`src/rtl/fetch_stage_pkg.sv`:
```
// Shared LC-3b types for the fetch front end: machine word, opcode field
// and the fetch controller state encoding.
package fetch_stage_pkg;

  typedef logic [15:0] lc3b_word;

  typedef enum logic [3:0] {
    op_br   = 4'b0000,
    op_add  = 4'b0001,
    op_ldb  = 4'b0010,
    op_stb  = 4'b0011,
    op_jsr  = 4'b0100,
    op_and  = 4'b0101,
    op_ldr  = 4'b0110,
    op_str  = 4'b0111,
    op_rti  = 4'b1000,
    op_not  = 4'b1001,
    op_ldi  = 4'b1010,
    op_sti  = 4'b1011,
    op_jmp  = 4'b1100,
    op_shf  = 4'b1101,
    op_lea  = 4'b1110,
    op_trap = 4'b1111
  } lc3b_opcode;

  typedef enum logic [1:0] {
    fetch_idle,
    fetch_req,
    fetch_drop
  } lc3b_fetch_state;

  // BR with nzp=000 never branches, so an all-zero word is a NOP.
  localparam lc3b_word nop_instr = 16'h0000;

endpackage

```
`src/rtl/fetch_stage_if_id_buffer.sv`:
```
// IF/ID pipeline register: one instruction with its pc and pc+2.
// Priority: clear (squash to NOP) over load over consume; otherwise hold.
module fetch_stage_if_id_buffer
  import fetch_stage_pkg::*;
(
  input  logic     clk,
  input  logic     rst,
  input  logic     load,
  input  logic     clear,
  input  logic     consume,
  input  lc3b_word load_instr,
  input  lc3b_word load_pc,
  output logic     valid,
  output lc3b_word instr,
  output lc3b_word pc,
  output lc3b_word npc
);

  always_ff @(posedge clk or posedge rst) begin
    if (rst) begin
      valid <= 1'b0;
      instr <= nop_instr;
      pc    <= 16'h0000;
      npc   <= 16'h0000;
    end else if (clear) begin
      valid <= 1'b0;
      instr <= nop_instr;
    end else if (load) begin
      valid <= 1'b1;
      instr <= load_instr;
      pc    <= load_pc;
      npc   <= load_pc + 16'd2;
    end else if (consume) begin
      valid <= 1'b0;
    end
  end

endmodule

```
`src/rtl/fetch_stage.sv`:
```
// LC-3b instruction fetch: owns the PC, keeps at most one read outstanding,
// fills the IF/ID buffer and squashes wrong-path fetches on redirect.
module fetch_stage
  import fetch_stage_pkg::*;
#(
  parameter lc3b_word RESET_PC = 16'h0000
) (
  input  logic            clk,
  input  logic            reset,
  output lc3b_word        mem_address,
  output logic            mem_read,
  input  lc3b_word        mem_rdata,
  input  logic            mem_resp,
  input  logic            id_ready,
  output logic            id_valid,
  output lc3b_word        id_instr,
  output lc3b_word        id_pc,
  output lc3b_word        id_npc,
  output lc3b_opcode      id_opcode,
  output logic            id_imm_check,
  input  logic            redirect,
  input  lc3b_word        redirect_pc,
  output lc3b_fetch_state dbg_state
);

  // Handshake: decode consumes id_instr on a cycle where id_valid & id_ready;
  // the buffer may be refilled on any cycle where !id_valid | id_ready.
  // mem_read stays high from request until the mem_resp pulse.

  localparam lc3b_word reset_pc_even = RESET_PC & 16'hFFFE;

  lc3b_fetch_state state;
  lc3b_word        pc;
  lc3b_word        req_addr;
  lc3b_word        target;
  lc3b_word        req_next;
  logic            take;
  logic            buf_free;
  logic            buf_load;
  logic            buf_clear;

  assign target    = redirect_pc & 16'hFFFE;
  assign req_next  = req_addr + 16'd2;
  assign take      = id_valid & id_ready;
  assign buf_free  = ~id_valid | id_ready;

  assign mem_address  = req_addr;
  assign id_opcode    = lc3b_opcode'(id_instr[15:12]);
  assign id_imm_check = id_instr[5];
  assign dbg_state    = state;

  always_comb begin
    buf_clear = 1'b0;
    buf_load  = 1'b0;
    case (state)
      fetch_idle: buf_clear = redirect;
      fetch_req: begin
        buf_clear = redirect;
        buf_load  = ~redirect & mem_read & mem_resp & buf_free;
      end
      default: ;
    endcase
  end

  always_ff @(posedge clk or posedge reset) begin
    if (reset) begin
      state    <= fetch_req;
      pc       <= reset_pc_even;
      req_addr <= reset_pc_even;
      mem_read <= 1'b0;
    end else begin
      case (state)
        fetch_idle: begin
          if (redirect) begin
            pc       <= target;
            req_addr <= target;
            state    <= fetch_req;
            mem_read <= 1'b1;
          end else if (buf_free) begin
            req_addr <= pc;
            state    <= fetch_req;
            mem_read <= 1'b1;
          end
        end
        fetch_req: begin
          // First cycle out of reset: the request is not on the bus yet.
          if (!mem_read) begin
            mem_read <= 1'b1;
            if (redirect) begin
              pc       <= target;
              req_addr <= target;
            end
          end else if (mem_resp) begin
            if (redirect) begin
              pc       <= target;
              req_addr <= target;
            end else if (buf_free) begin
              pc       <= req_next;
              req_addr <= req_next;
            end else begin
              // Response landed on a stalled full buffer: drop it and refetch.
              pc       <= req_addr;
              state    <= fetch_idle;
              mem_read <= 1'b0;
            end
          end else if (redirect) begin
            pc    <= target;
            state <= fetch_drop;
          end
        end
        fetch_drop: begin
          if (redirect) pc <= target;
          if (mem_resp) begin
            req_addr <= redirect ? target : pc;
            state    <= fetch_req;
          end
        end
        default: begin
          state    <= fetch_idle;
          mem_read <= 1'b0;
        end
      endcase
    end
  end

  fetch_stage_if_id_buffer u_if_id (
    .clk        (clk),
    .rst        (reset),
    .load       (buf_load),
    .clear      (buf_clear),
    .consume    (take),
    .load_instr (mem_rdata),
    .load_pc    (req_addr),
    .valid      (id_valid),
    .instr      (id_instr),
    .pc         (id_pc),
    .npc        (id_npc)
  );

endmodule

```
`config.mk`:
```
export PLATFORM = sky130hd
export DESIGN_NAME = fetch_stage
export DESIGN_NICKNAME = d
export VERILOG_FILES = /design/src/rtl/fetch_stage_pkg.sv /design/src/rtl/fetch_stage_if_id_buffer.sv /design/src/rtl/fetch_stage.sv
export SDC_FILE = /design/constraint.sdc
export NUM_CORES = 1
export LEC_CHECK = 0
export CAP_MARGIN = 5
export CORE_MARGIN = 10
export CORE_UTILIZATION = 29
export DETAILED_ROUTE_END_ITERATION = 7
export PLACE_DENSITY = 0.58
export SKIP_LAST_GASP = 1
export SLEW_MARGIN = 20
export SYNTH_ARGS = -nofsm -noshare
export SYNTH_HDL_FRONTEND = slang
export SYNTH_SLANG_ARGS = --single-unit
export TNS_END_PERCENT = 5
```
`constraint.sdc`:
```
create_clock -name clk -period 2.9 [get_ports clk]
set_input_delay 0.29 -clock clk [delete_from_list [all_inputs] [get_ports clk]]
set_output_delay 0.29 -clock clk [all_outputs]
set_load 0.01 [all_outputs]
```
Word level (Yosys, flattened, before mapping)
Index checks and enable logic that the tools add are counted.
W data, S select, Z words.
{"block": "totals", "output_inout_bits": 73, "in_bits": 37, "ff_bits": 84, "elab_cells": 75}
{"block": "op_classes", "eq_ne": 10, "mux": 36, "n_reduce_logical": 11, "n_addsub": 1, "bitwise_logic": 9}
{"operator": "$mux W16", "n": 13}
{"operator": "$pmux W16 S3", "n": 1}
{"operator": "$pmux W16 S2", "n": 1}
{"operator": "$ne A3 B3 Y1 const B", "n": 6}
{"operator": "$add A16 B2 Y16 const B", "n": 1}
{"operator": "$mux W2", "n": 8}
{"operator": "$mux W1", "n": 11}
{"operator": "$pmux W2 S3", "n": 1}
{"operator": "$reduce_and A6 Y1", "n": 1}
{"operator": "$reduce_bool A3 Y1", "n": 2}
{"operator": "$reduce_and A5 Y1", "n": 1}
{"operator": "$and A1 B1 Y1", "n": 4}
{"operator": "$ne A2 B2 Y1 const B", "n": 2}
{"operator": "$not A1 Y1", "n": 4}
{"operator": "$reduce_and A2 Y1", "n": 2}
{"operator": "$reduce_bool A2 Y1", "n": 2}
{"operator": "$reduce_or A2 Y1", "n": 2}
{"operator": "$pmux W1 S3", "n": 1}
{"operator": "$eq A2 B1 Y1 const B", "n": 1}
{"operator": "$eq A2 B2 Y1 const B", "n": 1}
{"operator": "$logic_not A2 Y1", "n": 1}
{"operator": "$or A1 B1 Y1", "n": 1}

Longest topological paths before layout
{"block": "depth", "ltp_word": 7, "ltp_mapped": 8, "mapped_depth_nobuf": 6}

Modules after synthesis
Synthesis repeated with hierarchy kept, for this count alone.
{"block": "unflattened", "hier_cells": 493, "area_unflattened_um2": 4697.0}
{"module": "fetch_stage", "n_inst": 1, "area_per_inst_um2": 2601.2, "seq_area_each_um2": 877.1, "cells_per_inst": 311}
{"module": "fetch_stage_if_id_buffer", "n_inst": 1, "area_per_inst_um2": 2095.8, "seq_area_each_um2": 1201.2, "cells_per_inst": 182}

Worst setup path before layout
OpenSTA, ideal clock, no wires.
{"block": "synth_path", "kind": "register -> register", "startpoint": "register req_addr[1] (netlist: mem_address[1])", "endpoint": "register pc[15]", "path_buffers": 0, "setup_slack_ns": 0.905, "path_stages_with_launch": 7, "t_required_ns": 2.774, "t_arrival_ns": 1.869, "period_less_slack_ns": 1.995, "setup_ns": 0.126, "cell_sequence": "dfrtp_1 > ha_1 > nand4_4 > nor4_4 > mux2i_1 > a21oi_1 > a221o_1"}
{"block": "synth_between", "elab_chain_len": 6}
{"item": "start, declared", "line_no": "fetch_stage.sv:34", "source": "lc3b_word req_addr;"}
{"item": "start signal, assigned", "line_no": "fetch_stage.sv:69", "source": "req_addr <= reset_pc_even;"}
{"item": "start signal, assigned", "line_no": "fetch_stage.sv:76", "source": "req_addr <= target;"}
{"item": "start signal, assigned", "line_no": "fetch_stage.sv:80", "source": "req_addr <= pc;"}
{"item": "$add A16 B2 Y16", "line_no": "fetch_stage.sv:43", "source": "assign req_next = req_addr + 16'd2;"}
{"item": "$mux W16"}
{"item": "$mux W16", "line_no": "fetch_stage.sv:94", "source": "if (redirect) begin"}
{"item": "$mux W16", "line_no": "fetch_stage.sv:93", "source": "end else if (mem_resp) begin"}
{"item": "$mux W16", "line_no": "fetch_stage.sv:87", "source": "if (!mem_read) begin"}
{"item": "$pmux W16 S2", "line_no": "fetch_stage.sv:72", "source": "case (state)"}
{"item": "end signal, assigned", "line_no": "fetch_stage.sv:75", "source": "pc <= target;"}
{"item": "end signal, assigned", "line_no": "fetch_stage.sv:90", "source": "pc <= target;"}
{"item": "end signal, assigned", "line_no": "fetch_stage.sv:95", "source": "pc <= target;"}
{"item": "end, declared", "line_no": "fetch_stage.sv:33", "source": "lc3b_word pc;"}
Every way passes these cells.
A chain may end at the register's enable or synchronous reset.

Worst setup path in the final report
Ends and elaborated chain as after synthesis.

==> flow_summary.json <==
{
  "setup_slack_ns": 0.5242,
  "worst_ep_required_time_ns": 3.12,
  "hold_viol": 0,
  "startpoint_type": "register",
  "maxCapViolCount": 0,
  "clkSlewWorstSetupHoldPaths_ns": 0.06,
  "cts_tree": "done",
  "grt_pass1_vias": 3922,
  "post-route-period-util": 0.8192,
  "cts_buffer_depth": 2,
  "criticalPathCategory": "reg2reg",
  "routed_wl_um": 14090,
  "final_util": 0.3956,
  "worstSetupEndpointType": "register",
  "antenna_found_initial": 0,
  "synth_edf_count": 0,
  "dp_hpwl_um": 10110,
  "insertion_delay_ns": 0.35,
  "synth.distinct_cells": 66,
  "first_pass_iters": 5,
  "grt_max_degree": 61,
  "cts_made_buffers": 9,
  "worstMarginPinSlew_ns": 0.8125,
  "power_leakage_nw": 2.406,
  "ys_warn_count": 0,
  "seq_area_frac_synth": 0.4663,
  "wl_per_cell_um": 19.63,
  "critical_path_arrival_ns": 2.60,
  "vias": 3858,
  "die_h_um": 144.0,
  "vdd_drop_max_uv": 388.8,
  "htree_levels": 3,
  "gp_congestion": 0.8153,
  "io_buffers": 108,
  "final_layout_size_suffix_gt1_frac": 0.1340,
  "final_common_cell": "clkdlybuf4s50_1",
  "slew_violations": 0,
  "dp_slack_ns": 0.5334,
  "rr_worst_depth": 6,
  "io_pins": 110,
  "setup_viol": 0,
  "clock_skew_ns": 0.008603,
  "fmax_mhz": 420.9,
  "core_mm2": 0.01515,
  "die_w_um": 144.0,
  "period_minus_slack_ns": 2.376,
  "root_buffer": "clkbuf_16",
  "avgSynthCellArea_um2": 10.39,
  "rsz0062_at_grt": "false",
  "synth_flop_cell": "dfrtp_1",
  "cts_sinks": 83,
  "ant_nets": 0,
  "dieArea_mm2": 0.02073,
  "status": "completed",
  "via_per_inst": 5.373,
  "grt.overflow.total": 0,
  "slew_headroom": 0.4583,
  "nNetsFinal": 564,
  "final.setup.tns_ns": 0,
  "worst_hold_slack_ns": 0.3901,
  "final_cell_mix": "clkdlybuf4s50_1 (108), dfrtp_1 (82), nor2_1 (37)",
  "syn_nets": 467,
  "postCtsSetupBuffers": 0,
  "fp-row-count": 45,
  "cts-hold-fix-buffers": 0,
  "synthCells": 429,
  "ys_ff_latch": 83,
  "worstPathMaxFanout": 9,
  "drcViolationCount": 0,
  "hold_path_class": "in2async",
  "cts_resized": 0,
  "diodes": 0,
  "powerDensity_mw_per_mm2": 969.9,
  "grt_pass1_wl_um": 22670,
  "areaGrowthSynthToFinish_pct": 34.45,
  "finalNonFillerCells": 718,
  "syn_area_mm2": 0.004457,
  "start_util": 0.2943,
  "place_inst": 703,
  "synthArstFlopShare": 1.000,
  "drtIter0Drc": 230,
  "grt_usage": 0.1398
}
cells by family (layout without fill, tap and decap cells):
logic type / count (synthesis) / count (layout) / share of synthesized area
AOI/OAI and AO/OA: 137 / 137 / 0.2212
and+or+nand+nor: 104 / 104 / 0.1249
DFF: 83 / 83 / 0.4663
buffers and inverters: 52 / 153 / 0.06906
muxes: 29 / 29 / 0.07047
xor gates and xnor gates: 23 / 23 / 0.04520
adders and majority gates: 1 / 1 / 0.002807
cell usage after synthesis, types with 4 or more instances:
| cell | n | area share |
|---|---|---|
| inv_1 | 7 | 0.0059 |
| nor3_1 | 4 | 0.0045 |
| o21ai_0 | 24 | 0.027 |
| and2_1 | 4 | 0.0056 |
| a22oi_1 | 16 | 0.027 |
| a22o_1 | 21 | 0.041 |
| buf_2 | 21 | 0.024 |
| nand2_1 | 17 | 0.014 |
| mux2_2 | 19 | 0.048 |
| o32ai_1 | 4 | 0.0079 |
| nand3_1 | 12 | 0.013 |
| mux2i_1 | 10 | 0.022 |
| buf_4 | 13 | 0.022 |
| a21oi_1 | 25 | 0.028 |
| buf_6 | 5 | 0.013 |
| xor2_1 | 7 | 0.014 |
| a31oi_1 | 4 | 0.0056 |
| a221o_1 | 4 | 0.0090 |
| nor2_1 | 37 | 0.031 |
| nand4_1 | 5 | 0.0070 |
| xnor2_1 | 16 | 0.031 |
| dfrtp_1 | 82 | 0.46 |
layer usage:
layer | track usage | routed length, um
met5 | 0 | 0
met4 | 0.03546 | 97
met3 | 0.04657 | 1214
met2 | 0.2228 | 6640
met1 | 0.1777 | 6141
state kept, by name (all words and copies together), names as in the netlist:
name           count
mem_address       16
pc                16
u_if_id.instr     16
u_if_id.npc       16
u_if_id.pc        15
dbg_state          2
mem_read           1
u_if_id.valid      1
critical path: stages, from the launching register on:
cell     delay, ns
dfrtp_1       0.59
ha_1          0.42
nand4_4       0.20
nor4_4        0.39
mux2i_1       0.29
a21oi_1       0.09
a221o_1       0.27
cell type report:
| class | instances | area [um2] |
|---|---|---|
| clock inverters | 4 | 75.07 |
| clock buffers | 11 | 242.7 |
| multi-input cells | 294 | 2071 |
| fillers | 1472 | 9154 |
| well taps | 188 | 235.2 |
| inverters | 8 | 31.28 |
| repair buffers | 130 | 1259 |
| flip-flops and latches | 83 | 2078 |
report_power, final:
group | leakage (nW) | switching [mW] | internal, mW | total, mW
registers | 1.02 | 0.495 | 1.59 | 2.09
logic | 1.24 | 1.16 | 1.32 | 2.48
clock network | 0.148 | 0.469 | 0.773 | 1.24
final timing paths:
path                              startpoint                 to  slack [ns]
setup / recovery              mem_address[1]             pc[15]        0.52
hold / removal                         reset   u_if_id.instr[3]        0.39
setup reg to reg              mem_address[1]             pc[15]        0.52
hold reg to reg            u_if_id.instr[10]  u_if_id.instr[10]        0.50
max in group asynchronous              reset       dbg_state[0]        1.78
min in group clk           u_if_id.instr[10]  u_if_id.instr[10]        0.50
per-stage QoR:
stage	cell area (um2)	power, mW
2_1_floorplan	4457	3.407
3_3_place_gp	5674	4.563
3_5_place_dp	5674	4.615
4_1_cts	5992	5.896
5_1_grt	5992	6.215
6_report	5992	5.812
Note: power is estimated with default switching activity, not from simulation.
==> RTL edit: new RTL, same flow settings <==
Register the output `dbg_state` once more; this adds one clock of latency there. The other outputs are not delayed to match.
--- a/src/rtl/fetch_stage.sv
+++ b/src/rtl/fetch_stage.sv
@@ -49,3 +49,5 @@
   assign id_imm_check = id_instr[5];
-  assign dbg_state    = state;
+  always_ff @(posedge clk) begin
+    dbg_state <= state;
+  end
 
Behaviour: not the same (Yosys sat finds a counterexample within 4 cycles, from zero or initial values and one cycle with reset high).
==> RTL edit against the unedited design <==
Area after synthesis increased by 1.1%. Die area up 0.94%. Total power fell by 0.49%. Routed wire length is 4.1% higher. Sequential cell count is 2 higher. Largest power group unchanged. Critical path type unchanged. Count of clock-buffer cells in the layout shrank 1. Synthesized cell count up 21%. Clock power about the same. Worst setup slack better by 0.15 ns. Design area grew 0.19%.
==> RTL edit: results <==
critical_path:
  worstPathMaxFanout: 8
  r2r_start: "mem_address[6]"
  rrSetupSlack_ns: 0.67
  arrival_ns: 2.49
global_route:
  grt.met3_usage_pct: 3.31
  grt.met2_usage_pct: 21.8
  grt_pass1_vias: 3993
  grt_max_degree: 84
  grt_pass1_wl_um: 22700
  use_met1_pct: 18.0
  grt_usage_pct: 13.9
finish:
  drive_above_1_share_pct: 6.28
  finalCoreUtilization_pct: 39.5
  fin_nets: 638
  num-fill-cells: 1519
  stdcell_count: 793
synth:
  yosysSeqAreaShare_pct: 47.0
  synth_cells: 517
  synthTopCellsByArea: "dfrtp_1 (46%), nand2_1 (10%), o21ai_0 (3.9%)"
  ys_types: 62
  syn_nets: 555
sta:
  fin_skew_ns: 0.00651
  relSlewSlack_pct: 44.7
clock_tree:
  h-tree-depth: 3
power_and_ir_drop:
  intPower_mw: 3.58
  ir_drop_uv: 342
  leakage_nw: 2.58
place:
  placed_area_mm2: 0.00569
  post-dp-hpwl_um: 10700
  gp_congestion: 0.840
  placed_cells: 777
route:
  vias: 4157
  wl_per_cell_um: 18.5
  drt_iter0_markers: 420
outcome:
  status: "finished, final reports clean"
## RTL edit: changes by cell type after synthesis, sizes merged, moves of 9 or more
cell   unedited run  this run
nor2             38        29
o21ai            26        38
mux2             19         1
nand2            18       120
nand3            13        30
a22o             21         6
## RTL edit: metrics by stage
| step | setup WS, ns | hold WS (ns) |
|---|---|---|
| 2_1_floorplan | 0.475 | 0.342 |
| 3_3_place_gp | 0.350 | 0.459 |
| 3_5_place_dp | 0.280 | 0.470 |
| 4_1_cts | 0.640 | 0.399 |
| 5_1_grt | 0.463 | 0.445 |
| 6_report | 0.670 | 0.365 |
## RTL edit: worst paths after layout
kind | to | cells past startpoint
worst max-delay path | mem_address[14] | 5
worst min-delay path | u_if_id.instr[15] | 3
worst max register to register | mem_address[14] | 5
worst min register to register | u_if_id.npc[6] | 2
max in group asynchronous | u_if_id.instr[4] | 3
min in group clk | u_if_id.npc[6] | 2
## RTL edit: power by group through the flow
stage / Sequential (mW) / Combinational (mW) / Clock (mW)
2_1_floorplan: 2.03 / 1.32 / 0
3_3_place_gp: 2.07 / 2.44 / 0
3_5_place_dp: 2.10 / 2.47 / 0
4_1_cts: 2.08 / 2.48 / 1.28
5_1_grt: 2.15 / 2.69 / 1.32
6_report: 2.09 / 2.46 / 1.24
## RTL edit: cells by family after synthesis
group | Yosys count | share of synthesized area, %
fa+ha+maj | 1 | 0.278
xor+xnor | 21 | 4.08
simple gates | 217 | 21.6
mux | 7 | 1.58
buf+inv | 62 | 6.91
compound gates | 124 | 18.5
flops | 85 | 47.0
## RTL edit: critical path, cell delays in order (launching register included)
cell and delay [ns]:
dfrtp_1 0.56, nand3_1 0.31, nor4_1 0.61, mux2i_1 0.36, o21bai_1 0.11, a31oi_1 0.18
## RTL edit: layout make-up
| cell class | instances | area share, % |
|---|---|---|
| flip-flops and latches | 85 | 35.3 |
| clock buffers | 10 | 3.81 |
| repair buffers | 123 | 20.1 |
| multi-input cells | 370 | 34.7 |
| well taps | 188 | 3.92 |
| clock inverters | 6 | 1.46 |
| inverters | 11 | 0.709 |
## RTL edit: layer usage
| layer | share of wire, % | up-vias | wire length (µm) |
|---|---|---|---|
| met1 | 45 | 1990 | 6560 |
| li1 | - | 1974 | - |
| met3 | 8.2 | 20 | 1210 |
| met5 | 0 | - | 0 |
| met2 | 45 | 173 | 6600 |
| met4 | 2.1 | 0 | 309 |
